--- config.mk ---
export PLATFORM = sky130hd
export DESIGN_NAME = div_datapath_flat
export DESIGN_NICKNAME = d
export VERILOG_FILES = /design/src/rtl/multdiv_pkg.sv /design/src/rtl/div_datapath_if.sv /design/src/rtl/div_datapath_add_sub_n.sv /design/src/rtl/div_datapath.sv /design/src/flat_wrapper.sv
export SDC_FILE = /design/constraint.sdc
export NUM_CORES = 1
export LEC_CHECK = 0
export CAP_MARGIN = 20
export CORE_MARGIN = 2
export CORE_UTILIZATION = 34
export DETAILED_ROUTE_END_ITERATION = 8
export GPL_ROUTABILITY_DRIVEN = 0
export SLEW_MARGIN = 10
export SYNTH_ARGS = -nofsm -noshare
export SYNTH_HDL_FRONTEND = slang
export SYNTH_SLANG_ARGS = --single-unit
--- constraint.sdc ---
create_clock -name clock -period 4.4 [get_ports clock]
set_clock_uncertainty 0.15 [all_clocks]
set_input_delay 0.44 -clock clock [delete_from_list [all_inputs] [get_ports clock]]
set_output_delay 0.44 -clock clock [all_outputs]
set_load 0.03 [all_outputs]
--- src/rtl/multdiv_pkg.sv ---
// Shared multdiv definitions: data width, INT_MIN and the add/sub op encoding
// used by both the divider control FSM and the divider datapath.
package multdiv_pkg;

  localparam int DATA_WIDTH = 32;

  localparam logic [DATA_WIDTH-1:0] INT_MIN = {1'b1, {(DATA_WIDTH-1){1'b0}}};

  typedef enum logic [1:0] {
    OP_NONE = 2'd0,
    OP_ADD  = 2'd1,
    OP_SUB  = 2'd2
  } div_op_e;

endpackage

--- src/rtl/div_datapath_if.sv ---
// Control/processor <-> divider datapath bundle. The remainder signal exists
// only when DIV_REMAINDER_OUT_EN is defined.
interface div_datapath_if
  import multdiv_pkg::*;
#(
  parameter int WIDTH = DATA_WIDTH
);

  logic             start;
  logic [WIDTH-1:0] dividend;
  logic [WIDTH-1:0] divisor;
  logic             add;
  logic             sub;
  logic             shift_quotient;
  logic             ready;
  logic             msb;
  logic [WIDTH-1:0] result;
  logic             exception;
  logic             result_rdy;
`ifdef DIV_REMAINDER_OUT_EN
  logic [WIDTH-1:0] remainder;

  modport master (
    output start, dividend, divisor, add, sub, shift_quotient, ready,
    input  msb, result, exception, result_rdy, remainder
  );

  modport slave (
    input  start, dividend, divisor, add, sub, shift_quotient, ready,
    output msb, result, exception, result_rdy, remainder
  );
`else
  modport master (
    output start, dividend, divisor, add, sub, shift_quotient, ready,
    input  msb, result, exception, result_rdy
  );

  modport slave (
    input  start, dividend, divisor, add, sub, shift_quotient, ready,
    output msb, result, exception, result_rdy
  );
`endif

endinterface

--- src/rtl/div_datapath_add_sub_n.sv ---
// N-bit combinational adder/subtractor: y = a + b, or a - b via invert-and-carry-in.
module add_sub_n #(
  parameter int N = 33
) (
  input  logic [N-1:0] a_i,
  input  logic [N-1:0] b_i,
  input  logic         sub_i,
  output logic [N-1:0] y_o
);

  assign y_o = a_i + (b_i ^ {N{sub_i}}) + N'(sub_i);

endmodule

--- src/rtl/div_datapath.sv ---
// Non-restoring signed divider datapath, one iteration per control strobe.
// Define DIV_REMAINDER_OUT_EN to add the corrected, sign-fixed remainder output.
module div_datapath
  import multdiv_pkg::*;
#(
  parameter int WIDTH = DATA_WIDTH
) (
  input  logic          clock,
  input  logic          reset,
  div_datapath_if.slave bus
);

  localparam int AW = WIDTH + 1;

  logic [AW-1:0]    a_q, a_d;
  logic [WIDTH-1:0] q_q, q_d;
  logic [WIDTH-1:0] m_q, m_d;
  logic             negq_q, negq_d;
  logic             dz_q, dz_d;
  logic             busy_q, busy_d;
  logic [WIDTH-1:0] result_q, result_d;
  logic             exc_q, exc_d;
  logic             rdy_q, rdy_d;

  div_op_e          op;
  logic [AW-1:0]    t;
  logic [AW-1:0]    a_t;

  function automatic logic [WIDTH-1:0] mag(input logic [WIDTH-1:0] x);
    return x[WIDTH-1] ? -x : x;
  endfunction

  // Subtract wins if the control ever raises both strobes.
  always_comb begin
    if (bus.sub)      op = OP_SUB;
    else if (bus.add) op = OP_ADD;
    else              op = OP_NONE;
  end

  assign t = {a_q[WIDTH-1:0], q_q[WIDTH-1]};

  add_sub_n #(.N(AW)) u_iter (
    .a_i   (t),
    .b_i   ((op == OP_NONE) ? '0 : {1'b0, m_q}),
    .sub_i (op == OP_SUB),
    .y_o   (a_t)
  );

`ifdef DIV_REMAINDER_OUT_EN
  logic             negr_q, negr_d;
  logic [WIDTH-1:0] rem_q, rem_d;
  logic [AW-1:0]    a_fix;
  logic [WIDTH-1:0] r_mag;

  // A negative final accumulator is restored by adding the divisor back once.
  add_sub_n #(.N(AW)) u_fix (
    .a_i   (a_q),
    .b_i   ({1'b0, m_q}),
    .sub_i (1'b0),
    .y_o   (a_fix)
  );

  assign r_mag         = a_q[WIDTH] ? a_fix[WIDTH-1:0] : a_q[WIDTH-1:0];
  assign bus.remainder = rem_q;
`endif

  // NOTE: every next-state signal gets a default first, so no latch is inferred.
  always_comb begin
    a_d      = a_q;
    q_d      = q_q;
    m_d      = m_q;
    negq_d   = negq_q;
    dz_d     = dz_q;
    busy_d   = busy_q;
    result_d = result_q;
    exc_d    = exc_q;
    rdy_d    = 1'b0;
`ifdef DIV_REMAINDER_OUT_EN
    negr_d   = negr_q;
    rem_d    = rem_q;
`endif
    if (bus.start) begin
      a_d    = '0;
      q_d    = mag(bus.dividend);
      m_d    = mag(bus.divisor);
      negq_d = bus.dividend[WIDTH-1] ^ bus.divisor[WIDTH-1];
      dz_d   = (bus.divisor == '0);
      busy_d = 1'b1;
`ifdef DIV_REMAINDER_OUT_EN
      negr_d = bus.dividend[WIDTH-1];
`endif
    end else if (busy_q && bus.ready) begin
      result_d = dz_q ? '0 : (negq_q ? -q_q : q_q);
      exc_d    = dz_q;
      rdy_d    = 1'b1;
      busy_d   = 1'b0;
`ifdef DIV_REMAINDER_OUT_EN
      rem_d    = dz_q ? '0 : (negr_q ? -r_mag : r_mag);
`endif
    end else if (busy_q && bus.shift_quotient) begin
      a_d = a_t;
      q_d = {q_q[WIDTH-2:0], ~a_t[WIDTH]};
    end
  end

  // NOTE: reset is synchronous and clears every register; state updates use <= only.
  always_ff @(posedge clock) begin
    if (reset) begin
      a_q      <= '0;
      q_q      <= '0;
      m_q      <= '0;
      negq_q   <= 1'b0;
      dz_q     <= 1'b0;
      busy_q   <= 1'b0;
      result_q <= '0;
      exc_q    <= 1'b0;
      rdy_q    <= 1'b0;
`ifdef DIV_REMAINDER_OUT_EN
      negr_q   <= 1'b0;
      rem_q    <= '0;
`endif
    end else begin
      a_q      <= a_d;
      q_q      <= q_d;
      m_q      <= m_d;
      negq_q   <= negq_d;
      dz_q     <= dz_d;
      busy_q   <= busy_d;
      result_q <= result_d;
      exc_q    <= exc_d;
      rdy_q    <= rdy_d;
`ifdef DIV_REMAINDER_OUT_EN
      negr_q   <= negr_d;
      rem_q    <= rem_d;
`endif
    end
  end

  assign bus.msb        = a_q[WIDTH];
  assign bus.result     = result_q;
  assign bus.exception  = exc_q;
  assign bus.result_rdy = rdy_q;

endmodule

--- src/flat_wrapper.sv ---
// flat-port wrapper written by rule: the top's interface ports become plain ports
module div_datapath_flat import multdiv_pkg::*;
#(
  parameter int WIDTH = DATA_WIDTH
)
  (clock, reset, bus_start, bus_dividend, bus_divisor, bus_add, bus_sub, bus_shift_quotient, bus_ready, bus_msb, bus_result, bus_exception, bus_result_rdy);
  div_datapath_if #(.WIDTH(WIDTH)) bus_i ();
  input  logic clock;
  input  logic reset;
  input wire logic [$bits(bus_i.start)-1:0] bus_start;
  input wire logic [$bits(bus_i.dividend)-1:0] bus_dividend;
  input wire logic [$bits(bus_i.divisor)-1:0] bus_divisor;
  input wire logic [$bits(bus_i.add)-1:0] bus_add;
  input wire logic [$bits(bus_i.sub)-1:0] bus_sub;
  input wire logic [$bits(bus_i.shift_quotient)-1:0] bus_shift_quotient;
  input wire logic [$bits(bus_i.ready)-1:0] bus_ready;
  output wire logic [$bits(bus_i.msb)-1:0] bus_msb;
  output wire logic [$bits(bus_i.result)-1:0] bus_result;
  output wire logic [$bits(bus_i.exception)-1:0] bus_exception;
  output wire logic [$bits(bus_i.result_rdy)-1:0] bus_result_rdy;
  assign bus_i.start = bus_start;
  assign bus_i.dividend = bus_dividend;
  assign bus_i.divisor = bus_divisor;
  assign bus_i.add = bus_add;
  assign bus_i.sub = bus_sub;
  assign bus_i.shift_quotient = bus_shift_quotient;
  assign bus_i.ready = bus_ready;
  assign bus_msb = bus_i.msb;
  assign bus_result = bus_i.result;
  assign bus_exception = bus_i.exception;
  assign bus_result_rdy = bus_i.result_rdy;
  div_datapath #(.WIDTH(WIDTH)) u_core (.clock(clock), .reset(reset), .bus(bus_i));
endmodule
After elaboration in Yosys (flattened, before gate mapping) --
Index checks and enable logic that the tools add are counted.
Word-level totals: word-level logic and storage cells 44, input bits 71, bits in registers 134, output and inout bits 35
Operators by class: bitwise operators 5, add/sub/neg operators 5, reduce and logical (&&, ||, !) cells 10, mux-type cells 13, equal/unequal tests 2
Operators by type and width (count):
- 32-bit two-way mux | 8
- 32-bit negator | 3
- 33-bit by 1-bit adder with 33-bit output | 1
- 33-bit adder | 1
- 32-bit by 33-bit bitwise XOR with 33-bit output | 1
- 32-bit logical NOT | 1
- 2-bit AND reduction | 3
- 1-bit two-way mux | 4
- 2-bit nonzero test | 2
- 1-bit NOT | 3
- 2-bit == test (second input constant) | 1
- 1-bit logical AND | 2
- 2-bit logical NOT | 1
- 2-bit two-way mux | 1
- 2-bit != test (second input constant) | 1
- 2-bit OR reduction | 1
- 1-bit bitwise XOR | 1

Depth between registers and ports, before layout --
word-level depth 11, depth in mapped cells 14, mapped depth without buffers 12

Hierarchy --
Synthesis repeated with hierarchy kept, for this count alone.
Second synthesis, totals: cells, all modules 1227, area, all modules 9287.7 sq um
Modules (own cells, without submodules):
- div_datapath | seq. area each 2682.6 sq um, area an instance 7241.9 sq um, instances 1, cells an instance 930
- add_sub_n | seq. area each 0.0 sq um, area an instance 2045.7 sq um, instances 1, cells an instance 297

Worst setup path before layout --
OpenSTA, ideal clock, no wires.
path kind input-to-reg, start in bus_sub, end reg u_core.a_q[30], slack 0.909 ns, stages 14, arrival 3.279 ns, setup time 0.062 ns, buffers on the path 3, data required time 4.188 ns, path through clkbuf_1 -> nor2b_1 -> clkbuf_1 -> mux2_2 -> ha_1 -> clkbuf_1 -> and4_1 -> o211ai_1 -> a31o_2 -> a31oi_1 -> nor2_1 -> o21a_1 -> or4_1 -> nand3_1
Between the ends: cells in the longest elaborated chain, start to end 6, elaborated cells on any way between the ends 7, those cells by class add/sub: 2; eq/ne: 1; mux: 2; bitwise: 1; reduce/logical: 1
RTL lines:
- from (decl) | RTL line flat_wrapper.sv:14 | input wire logic [$bits(bus_i.sub)-1:0] bus_sub;
- 2-bit two-way mux (*) | RTL line div_datapath.sv:35 | if (bus.sub) op = OP_SUB;
- 2-bit logical NOT | RTL line div_datapath.sv:44 | .b_i ((op == OP_NONE) ? '0 : {1'b0, m_q}),
- 32-bit two-way mux | RTL line div_datapath.sv:44
- 32-bit by 33-bit bitwise XOR with 33-bit output | RTL line div_datapath_add_sub_n.sv:11 | assign y_o = a_i + (b_i ^ {N{sub_i}}) + N'(sub_i);
- 33-bit adder | RTL line div_datapath_add_sub_n.sv:11
- 33-bit by 1-bit adder with 33-bit output (*) | RTL line div_datapath_add_sub_n.sv:11
- to (signal assigned) | RTL line div_datapath.sv:109 | a_q <= '0;
- to (signal assigned) | RTL line div_datapath.sv:123 | a_q <= a_d;
- to (decl) | RTL line div_datapath.sv:15 | logic [AW-1:0] a_q, a_d;
Every way passes the cells marked *; elsewhere a longest branch is shown, timed or not. A chain may end at the register's enable or synchronous reset.

Worst setup path in the final report --
start in bus_add, end reg u_core.a_q[30]
Between the ends: cells in the longest elaborated chain, start to end 7, elaborated cells on any way between the ends 8, those cells by class add/sub: 2; eq/ne: 1; mux: 3; bitwise: 1; reduce/logical: 1
RTL lines:
- from (decl) | RTL line flat_wrapper.sv:13 | input wire logic [$bits(bus_i.add)-1:0] bus_add;
- 1-bit two-way mux (*) | RTL line div_datapath.sv:36 | else if (bus.add) op = OP_ADD;
- 2-bit two-way mux (*) | RTL line div_datapath.sv:35
- 2-bit logical NOT | RTL line div_datapath.sv:44
- 32-bit two-way mux | RTL line div_datapath.sv:44
- 32-bit by 33-bit bitwise XOR with 33-bit output | RTL line div_datapath_add_sub_n.sv:11
- 33-bit adder | RTL line div_datapath_add_sub_n.sv:11
- 33-bit by 1-bit adder with 33-bit output (*) | RTL line div_datapath_add_sub_n.sv:11
Marks and branches as above.

==> reports/metrics.csv <==
metric,value,unit
drc,0,
insertion_delay,430,ps
port_buffers,105,
worst_hold_path.num_cells,2,
cts-buffers-inserted,17,
wire_per_inst,15.72,microns
first_global_vias,7514,
hp-class,flip-flop to flip-flop,
ys.flop_type,dfxtp_1,
vias_per_cell,5.381,
power,3.457,mW
power-per-cell-area,322.8,nW/um^2
r2r_cells,10,
grt_usage,17.61,%
postLayoutCoreUtil,42.28,%
crit_family,simple AND/OR/NAND/NOR gates,
die_w,165.0,microns
yosysSeqAreaShare,30.43,%
synthDistinctLibCells,60,
slew_viol_final,0,
synth.top_cells.by_count,"nand2_1, dfxtp_1, nor2_1",
cts_tree,yes,
yosysTopAreaCell,dfxtp_1,
fillers,2576,
async_reset_ff_share,0,%
syn_to_final_growth,21.46,%
synth_top_area_share,30.43,%
synth-edff-count,0,
fin_cells,1518,
die-area,27230,sq um
hold_viol,0,
hold_end,u_core.bus.result[30]$_SDFFE_PP0P_,
path_max_fanout,31,
cts_resized,0,
finalSetupViolations,0,
synth_most_common_cell,nand2_1,
worst-path-buf-inv,3,
cts-root-buf,clkbuf_16,
worst_slack,684.7,ps
die_h,165.0,microns
r2r_start,u_core.m_q[3]$_SDFFE_PP0P_,
crit_chain,"clkdlybuf4s50_1, nor2b_1, buf_4, mux2_2, inv_1, fa_1, nor2b_1, o21bai_1, a31o_2, a31oi_1, nor2_1, o21a_1, or4_1, nand3_1",
boundaryPins,106,
clockBufferDepth,2,
rrSetupSlack,1120,ps
diodes,0,
slowest_delay,510,ps
timing.fmax,269.2,MHz
initial_core_util,34.81,%
crit_top_cell,nor2b_1,
via_count,8169,
firstDrtPassIters,5,
layout-drive-gt1-share,7.912,%
finalCritPeriodShare,84.44,%
dp_slack,262.0,ps
yosys-top-cells-area,"dfxtp_1, xor2_1, nand2_1",
required,4620,ps
crit_arrival,3940,ps
status,completed,
cts.sinks,134,
syn_inst,1116,
cts-hold-fix-buffers,0,
dpl.hpwl,17090,microns
worst_slew_pin_slew,953.6,ps
drt_wl_total,23860,microns
hold_start,u_core.bus.result[30]$_SDFFE_PP0P_,
min_period,3715,ps
synth.avg_cell_area,7.900,sq um
syn_area,8816,sq um
r2r-end,u_core.q_q[0]$_SDFFE_PP0P_,
ys_ff_latch,134,
max_cap_violations,0,
dp.cells,1484,
rsz0062_at_grt,no,
slowest_stage,or4_1,
startpoint_type,primary input,
path_clk_slew,60,ps
synth_nets,1222,
ys_warn_count,0,
vdd_ir_drop_max,253.7,uV
drt.antenna.violating_nets,0,
finalNetCount,1282,
relSlewSlack,36.42,%
grt_overflow_total,0,
drtIter0Drc,535,
worstSetupEndpointType,flip-flop,
tns,0,ps
crit_type,primary input to flip-flop,
cts_setup_buffers,0,
core.rowCount,58,
p_leak,3.930,nW
grt_max_degree,89,
antenna_found_initial,0,
grt_pass1_wl,38310,microns
core-area,25330,sq um
cts_max_level,4,
registers in the layout (all words and copies together), names as in the netlist:
signal / count
u_core.busy_q: 1
u_core.a_q: 33
u_core.bus.exception: 1
u_core.m_q: 32
u_core.dz_q: 1
u_core.bus.result_rdy: 1
u_core.bus.result: 32
u_core.q_q: 32
u_core.negq_q: 1
per-layer routing:
metal	global-route usage, %	routed length, microns	vias to the layer above
li1	-	-	4159
met1	23.54	11360	3797
met2	29.17	10980	191
met3	3.114	1259	22
met4	4.743	256	0
met5	0	0	-
kinds of logic (layout without fill, tap and decap cells):
family,Yosys count,count (layout),synth area share [%]
adder cells (fa/ha/maj),35,35,5.053
flip-flops,134,134,30.43
buffers and inverters,94,166,4.002
multiplexers,38,38,4.754
XOR/XNOR,113,113,11.23
AND/OR/NAND/NOR,366,366,19.37
AO/OA/AOI/OAI,336,336,25.16
layout make-up:
cell class | count | area (sq um) | area share, %
Timing Repair Buffer | 117 | 1149 | 10.73
Clock buffer | 17 | 425.4 | 3.973
Sequential cell | 134 | 2683 | 25.05
Tap cell | 330 | 412.9 | 3.856
Multi-Input combinational cell | 888 | 5784 | 54.02
Inverter | 18 | 67.56 | 0.6310
Clock inverter | 14 | 186.4 | 1.741
cell usage in the layout (no fill, tap or decap), types with 11 or more instances in the layout:
master and n:
ha_1 34, xor2_1 64, clkdlybuf4s50_1 103, o21ai_1 22
inv_1 18, o41ai_1 11, nor3_1 19, clkbuf_16 17
nand4_1 11, o31ai_1 27, a211oi_1 66, nand2_1 138
o21ai_0 45, a22oi_1 15, a21oi_1 86, nor2_1 97
mux2_2 31, dfxtp_1 134, xnor2_1 49, nand3_1 24
and2_1 15, a21o_1 13, buf_4 11, or4_1 13
stage by stage:
step	area [sq um]	hold WS, ps
after floorplan	8816	283.8
after global placement	10060	287.1
after detailed placement	10060	293.3
after CTS	10670	303.1
after global routing	10710	313.8
final	10710	297.5
power by group:
part,internal [mW],switching [mW],total [mW]
clock,0.905,0.602,1.51
combinational,0.281,0.336,0.617
sequential,1.27,0.0622,1.33
total,2.46,1.00,3.46
tightest hold or removal path, cell delays in order, from the launching register on:
cell and delay [ps]:
dfxtp_1 310, nand2_1 50, o21ai_1 50
how the worst max path moves through the flow:
| stage | start | end | slack, ps | depth (start not counted) |
|---|---|---|---|---|
| global placement | bus_add | u_core.a_q[30]$_SDFFE_PP0P_ | 300 | 14 |
| CTS | bus_add | u_core.a_q[30]$_SDFFE_PP0P_ | 700 | 14 |
| finish | bus_add | u_core.a_q[30]$_SDFFE_PP0P_ | 680 | 14 |
| detailed placement | bus_add | u_core.a_q[30]$_SDFFE_PP0P_ | 260 | 14 |
| floorplan | bus_sub | u_core.a_q[30]$_SDFFE_PP0P_ | 910 | 14 |
| global route | bus_add | u_core.q_q[0]$_SDFFE_PP0P_ | 440 | 13 |
Note: power is estimated with default switching activity, not from simulation.
